File: src/rtl/fetch_queue_pkg.sv
// Shared types and constants for the instruction-fetch queue and its FIFO.
package fetch_queue_pkg;

  localparam logic [63:0] PC_RESET = 64'h8000_0000;

  typedef enum logic [1:0] {
    IDLE = 2'd0,
    WAIT = 2'd1,
    DROP = 2'd2
  } fetch_state_t;

  typedef struct packed {
    logic [31:0] instr;
    logic [63:0] pc;
  } fetchq_entry_t;

  typedef struct packed {
    logic        valid;
    logic [63:0] addr;
  } ibus_req_t;

  typedef struct packed {
    logic        data_ok;
    logic [31:0] data;
  } ibus_resp_t;

  typedef struct packed {
    logic        valid;
    logic [31:0] instr;
    logic [63:0] pc;
  } fetch_data_t;

endpackage

File: src/rtl/fetch_queue_fifo.sv
// Show-ahead FIFO holding fetched instructions; head is valid whenever empty is low.
module fetch_fifo
  import fetch_queue_pkg::*;
#(
  parameter int DEPTH = 4,
  localparam int AW = $clog2(DEPTH),
  localparam int CW = AW + 1
) (
  input  logic          clk,
  input  logic          reset,
  input  logic          push,
  input  logic          pop,
  input  logic          flush,
  input  fetchq_entry_t wdata,
  output fetchq_entry_t head,
  output logic          empty,
  output logic [CW-1:0] count
);

  fetchq_entry_t mem_q [DEPTH];
  logic [AW-1:0] rd_ptr_q, rd_ptr_d;
  logic [AW-1:0] wr_ptr_q, wr_ptr_d;
  logic [CW-1:0] count_q, count_d;

  always_comb begin
    rd_ptr_d = rd_ptr_q;
    wr_ptr_d = wr_ptr_q;
    count_d  = count_q;
    if (flush) begin
      rd_ptr_d = '0;
      wr_ptr_d = '0;
      count_d  = '0;
    end else begin
      if (push) wr_ptr_d = wr_ptr_q + AW'(1);
      if (pop)  rd_ptr_d = rd_ptr_q + AW'(1);
      case ({push, pop})
        2'b10:   count_d = count_q + CW'(1);
        2'b01:   count_d = count_q - CW'(1);
        default: count_d = count_q;
      endcase
    end
  end

  always_ff @(posedge clk or posedge reset) begin
    if (reset) begin
      rd_ptr_q <= '0;
      wr_ptr_q <= '0;
      count_q  <= '0;
    end else begin
      rd_ptr_q <= rd_ptr_d;
      wr_ptr_q <= wr_ptr_d;
      count_q  <= count_d;
    end
  end

  // Storage needs no reset: entries are only read while count is non-zero.
  always_ff @(posedge clk) begin
    if (push && !flush) mem_q[wr_ptr_q] <= wdata;
  end

  assign head  = mem_q[rd_ptr_q];
  assign empty = (count_q == '0);
  assign count = count_q;

endmodule

File: src/rtl/fetch_queue.sv
// Instruction-fetch front end: sequential ibus requests, one outstanding, buffered
// in a show-ahead FIFO; a branch redirects the PC, flushes and drops in-flight data.
module fetch_queue
  import fetch_queue_pkg::*;
#(
  parameter logic [63:0] RESET_PC = PC_RESET,
  parameter int          DEPTH    = 4
) (
  input  logic        clk,
  input  logic        reset,
  input  logic        branch,
  input  logic [63:0] jump,
  input  logic        stop,
  output ibus_req_t   ireq,
  input  ibus_resp_t  iresp,
  output fetch_data_t dataF
);

  localparam int CW = $clog2(DEPTH) + 1;

  fetch_state_t  state_q, state_d;
  logic [63:0]   pc_q, pc_d;
  logic [63:0]   addr_q, addr_d;
  logic          valid_q, valid_d;
  logic          push, pop, credit, empty;
  logic [CW-1:0] count, count_after;
  fetchq_entry_t head, wdata;
  logic          unused_jump;

  assign unused_jump = ^jump[1:0];

  // Credit: a request may only be raised if the FIFO will still have a free slot after this edge.
  always_comb begin
    push        = (state_q == WAIT) && iresp.data_ok && !branch;
    pop         = !empty && !stop && !branch;
    count_after = count;
    if (branch)             count_after = '0;
    else if (push && !pop)  count_after = count + CW'(1);
    else if (!push && pop)  count_after = count - CW'(1);
    credit = (count_after < CW'(DEPTH));
  end

  always_comb begin
    state_d     = state_q;
    pc_d        = pc_q;
    addr_d      = addr_q;
    valid_d     = valid_q;
    wdata.instr = iresp.data;
    wdata.pc    = addr_q;
    if (branch) pc_d = {jump[63:2], 2'b00};
    case (state_q)
      IDLE: begin
        if (!branch && credit) begin
          state_d = WAIT;
          valid_d = 1'b1;
          addr_d  = pc_q;
        end
      end
      WAIT: begin
        if (iresp.data_ok) begin
          if (branch) begin
            state_d = IDLE;
            valid_d = 1'b0;
          end else begin
            pc_d = addr_q + 64'd4;
            if (credit) begin
              addr_d = addr_q + 64'd4;
            end else begin
              state_d = IDLE;
              valid_d = 1'b0;
            end
          end
        end else if (branch) begin
          state_d = DROP;
        end
      end
      DROP: begin
        if (iresp.data_ok) begin
          if (branch || !credit) begin
            state_d = IDLE;
            valid_d = 1'b0;
          end else begin
            state_d = WAIT;
            addr_d  = pc_q;
          end
        end
      end
      default: begin
        state_d = IDLE;
        valid_d = 1'b0;
      end
    endcase
  end

  always_ff @(posedge clk or posedge reset) begin
    if (reset) begin
      state_q <= IDLE;
      pc_q    <= RESET_PC;
      addr_q  <= RESET_PC;
      valid_q <= 1'b0;
    end else begin
      state_q <= state_d;
      pc_q    <= pc_d;
      addr_q  <= addr_d;
      valid_q <= valid_d;
    end
  end

  fetch_fifo #(.DEPTH(DEPTH)) u_fifo (
    .clk   (clk),
    .reset (reset),
    .push  (push),
    .pop   (pop),
    .flush (branch),
    .wdata (wdata),
    .head  (head),
    .empty (empty),
    .count (count)
  );

  assign ireq.valid  = valid_q;
  assign ireq.addr   = addr_q;
  assign dataF.valid = !empty;
  assign dataF.instr = head.instr;
  assign dataF.pc    = head.pc;

endmodule

File: config.mk
export PLATFORM = sky130hd
export DESIGN_NAME = fetch_queue
export DESIGN_NICKNAME = d
export VERILOG_FILES = /design/src/rtl/fetch_queue_pkg.sv /design/src/rtl/fetch_queue_fifo.sv /design/src/rtl/fetch_queue.sv
export SDC_FILE = /design/constraint.sdc
export NUM_CORES = 1
export LEC_CHECK = 0
export ABC_AREA = 1
export CORE_MARGIN = 2
export CORE_UTILIZATION = 30
export CTS_CLUSTER_DIAMETER = 30
export DETAILED_ROUTE_END_ITERATION = 8
export HOLD_SLACK_MARGIN = 0.05
export MAX_ROUTING_LAYER = met4
export PLACE_DENSITY = 0.56
export SYNTH_ARGS = -nofsm -noshare
export SYNTH_HDL_FRONTEND = slang
export SYNTH_SLANG_ARGS = --single-unit
File: constraint.sdc
create_clock -name clk -period 9.5 [get_ports clk]
set_input_delay 1.425 -clock clk [delete_from_list [all_inputs] [get_ports clk]]
set_output_delay 1.425 -clock clk [all_outputs]
set_load 0.02 [all_outputs]
==> flow_summary.json <==
{
  "p_leak_nw": 11.74,
  "maxCapViolCount": 0,
  "netlist_instances": 2265,
  "synth_commonest_cells": "nand2_1 (464), edfxtp_1 (384), nor2_1 (370), o21ai_0 (239), dfrtp_1 (136)",
  "max_slew.worst_pin.slew_ps": 1125,
  "yosys_warnings": 0,
  "crit_arrival_ps": 4030,
  "hpwl_mm": 46.33,
  "finalSetupViolations": 0,
  "crit_path_frequent_cell": "buf_4",
  "yosysSeqAreaShare": 0.6506,
  "synth_most_common_cell": "nand2_1",
  "finalCritPeriodShare": 0.5738,
  "power_density_nw_per_um2": 344.4,
  "endpoint_kind": "output pin",
  "layout.nets": 2663,
  "grt_pass1_vias": 17980,
  "yosys.area.top_type": "edfxtp_1",
  "yosysTopAreaCellShare": 0.5005,
  "clock_latency_ps": 670,
  "cts_tree": "built",
  "drt-pass1-iter-count": 6,
  "synth_nets": 2374,
  "fin_tns_setup_ps": 0,
  "max_slew_margin": 0.2500,
  "cts_resized": 0,
  "antenna_found_initial": 0,
  "hp-class": "reg2reg",
  "die_x_um": 281.1,
  "worstPathMaxFanout": 105,
  "ctsHoldBuffers": 0,
  "core-area_um2": 75950,
  "hold_path_depth": 2,
  "nFillCells": 7204,
  "htreeDepth": 3,
  "num_vias": 17970,
  "totalPowerFinal_mw": 10.68,
  "dieHeight_um": 281.1,
  "cts_buffers": 120,
  "slowest_stage": "buf_4",
  "crit_path_start": "u_fifo.rd_ptr_q[0]",
  "path_clk_slew_ps": 50,
  "crit_end": "dataF[29]",
  "max_stage_delay_ps": 880,
  "ff2ff_setup_slack_ps": 6230,
  "rsz0062_at_grt": "no",
  "cts_sinks": 522,
  "avgSynthCellArea_um2": 10.17,
  "wirelength_mm": 74.24,
  "path_cells": "buf_4, buf_4, o21ai_0, o22ai_1, clkdlybuf4s50_1",
  "cts-root-buf": "clkbuf_16",
  "slew_violations": 0,
  "area_growth_pct": 34.67,
  "boundaryPins": 263,
  "drive_above_1_share": 0.1072,
  "status": "finished, final reports clean",
  "port_buffers": 260,
  "required_ps": 8080,
  "drtIter0Drc": 1569,
  "reg2regPathDepth": 6,
  "max_freq_mhz": 183.4,
  "hold_viol_final": 0,
  "start_util": 0.3033,
  "post-cts-setup-buffers": 0,
  "gp_congestion": 0.8744,
  "synth_edf_count": 384,
  "finalClockSkew_ps": 34.57,
  "fin_crit_ps": 5451,
  "synthTopCellsByArea": "edfxtp_1 (50%), dfrtp_1 (15%), nand2_1 (7.6%)",
  "peakVddDrop_mv": 0.1987,
  "crit_type": "reg2out",
  "worstReg2RegStart": "state_q[0]",
  "start_kind": "flip-flop",
  "wl_per_cell_um": 20.12,
  "row_count": 101,
  "grt_pass1_wl_mm": 109.2,
  "async_flop_share": 0.2644,
  "grt_use_total": 0.1908,
  "drc_errors": 0,
  "ys_types": 43,
  "grt_overflow": 0,
  "r2r_end": "u_fifo.mem_q[2][45]",
  "synth_ff_type": "edfxtp_1",
  "dieArea_um2": 79020,
  "grt_start_max_net_pins": 108,
  "synth_seq_cells": 522,
  "viasPerCell": 4.870,
  "syn_area_um2": 23040,
  "cts_max_path_buffers": 3,
  "antenna_left": 0
}
metal layers:
| metal | vias to the layer above | global-route usage | routed length, µm | share of wire |
|---|---|---|---|---|
| met5 | - | - | 0 | 0 |
| met4 | 0 | 0.06966 | 2245 | 0.030 |
| met3 | 132 | 0.04414 | 5331 | 0.072 |
| met2 | 618 | 0.2952 | 33970 | 0.46 |
| met1 | 8789 | 0.2441 | 32690 | 0.44 |
| li1 | 8432 | - | - | - |
final cells by class:
type / instances / area (µm²) / area share
antenna: 1 / 2.502 / 0.00008066
clock buffer: 133 / 3137 / 0.1011
timing repair buffer: 284 / 2778 / 0.08953
multi-input combinational: 1486 / 7059 / 0.2275
inverter: 140 / 538.0 / 0.01734
clock inverter: 94 / 1226 / 0.03952
tap: 1030 / 1289 / 0.04154
sequential: 522 / 14990 / 0.4833
metrics by stage:
stage               hold slack (ps)  setup slack, ps  cell area, µm²  std cells  utilization
finish                        491.3             4049           31020       3690       0.4085
global route                  508.9             3660           31020       3689       0.4084
global placement              481.6             4245           26660       3462       0.3510
floorplan                     442.3             2683           23040       2265            -
CTS                           496.5             3829           31020       3689       0.4084
detailed placement            481.8             4191           26660       3462       0.3510
placed cells by master, fill, tap and decap left out, types with 35 or more instances in the layout:
cell and count:
dfrtp_1 134, inv_1 131, nand2_1 463, clkdlybuf4s50_1 259
edfxtp_1 384, o22ai_1 100, o21ai_1 35, clkbuf_16 124
nand3_1 63, nor2_1 365, o21ai_0 239, a21oi_1 36
cells by family (layout without fill, tap and decap cells):
group           after synthesis  count (layout)  synth area share
fa+ha+maj                     8               8          0.004345
simple gates                973             973            0.1710
mux                           1               1         0.0004345
flops                       522             522            0.6506
buf+inv                     257             651           0.04519
compound gates              469             469            0.1152
other cells                   0               1                 0
xor+xnor                     35              35           0.01331
report_power, final:
| part | leakage (nW) | total (mW) | internal, mW | switching (mW) |
|---|---|---|---|---|
| Clock | 2.10 | 4.35 | 3.01 | 1.35 |
| Combinational | 4.46 | 2.86 | 1.05 | 1.81 |
| Sequential | 5.18 | 3.47 | 2.91 | 0.560 |
| Total | 11.7 | 10.7 | 6.97 | 3.72 |
worst min path at each step:
stage                  start       end  slack, ps
global placement    pc_q[21]  pc_q[21]        480
detailed placement  pc_q[23]  pc_q[23]        480
finish               valid_q   valid_q        490
CTS                 pc_q[23]  pc_q[23]        500
floorplan            valid_q   valid_q        440
global route        pc_q[23]  pc_q[23]        510
state kept, by name, indices dropped and copies added, names as in the netlist:
name             cells
valid_q              1
pc_q                64
addr_q              64
u_fifo.wr_ptr_q      2
u_fifo.rd_ptr_q      2
state_q              2
u_fifo.count         3
u_fifo.mem_q       384
critical path, delay by kind of cell, from the launching register on:
family / cells / cell delay (ps)
AO/OA/AOI/OAI: 2 / 430
buffers and inverters: 3 / 2310
flip-flops: 1 / 430
(Power assumes the default switching activity.)
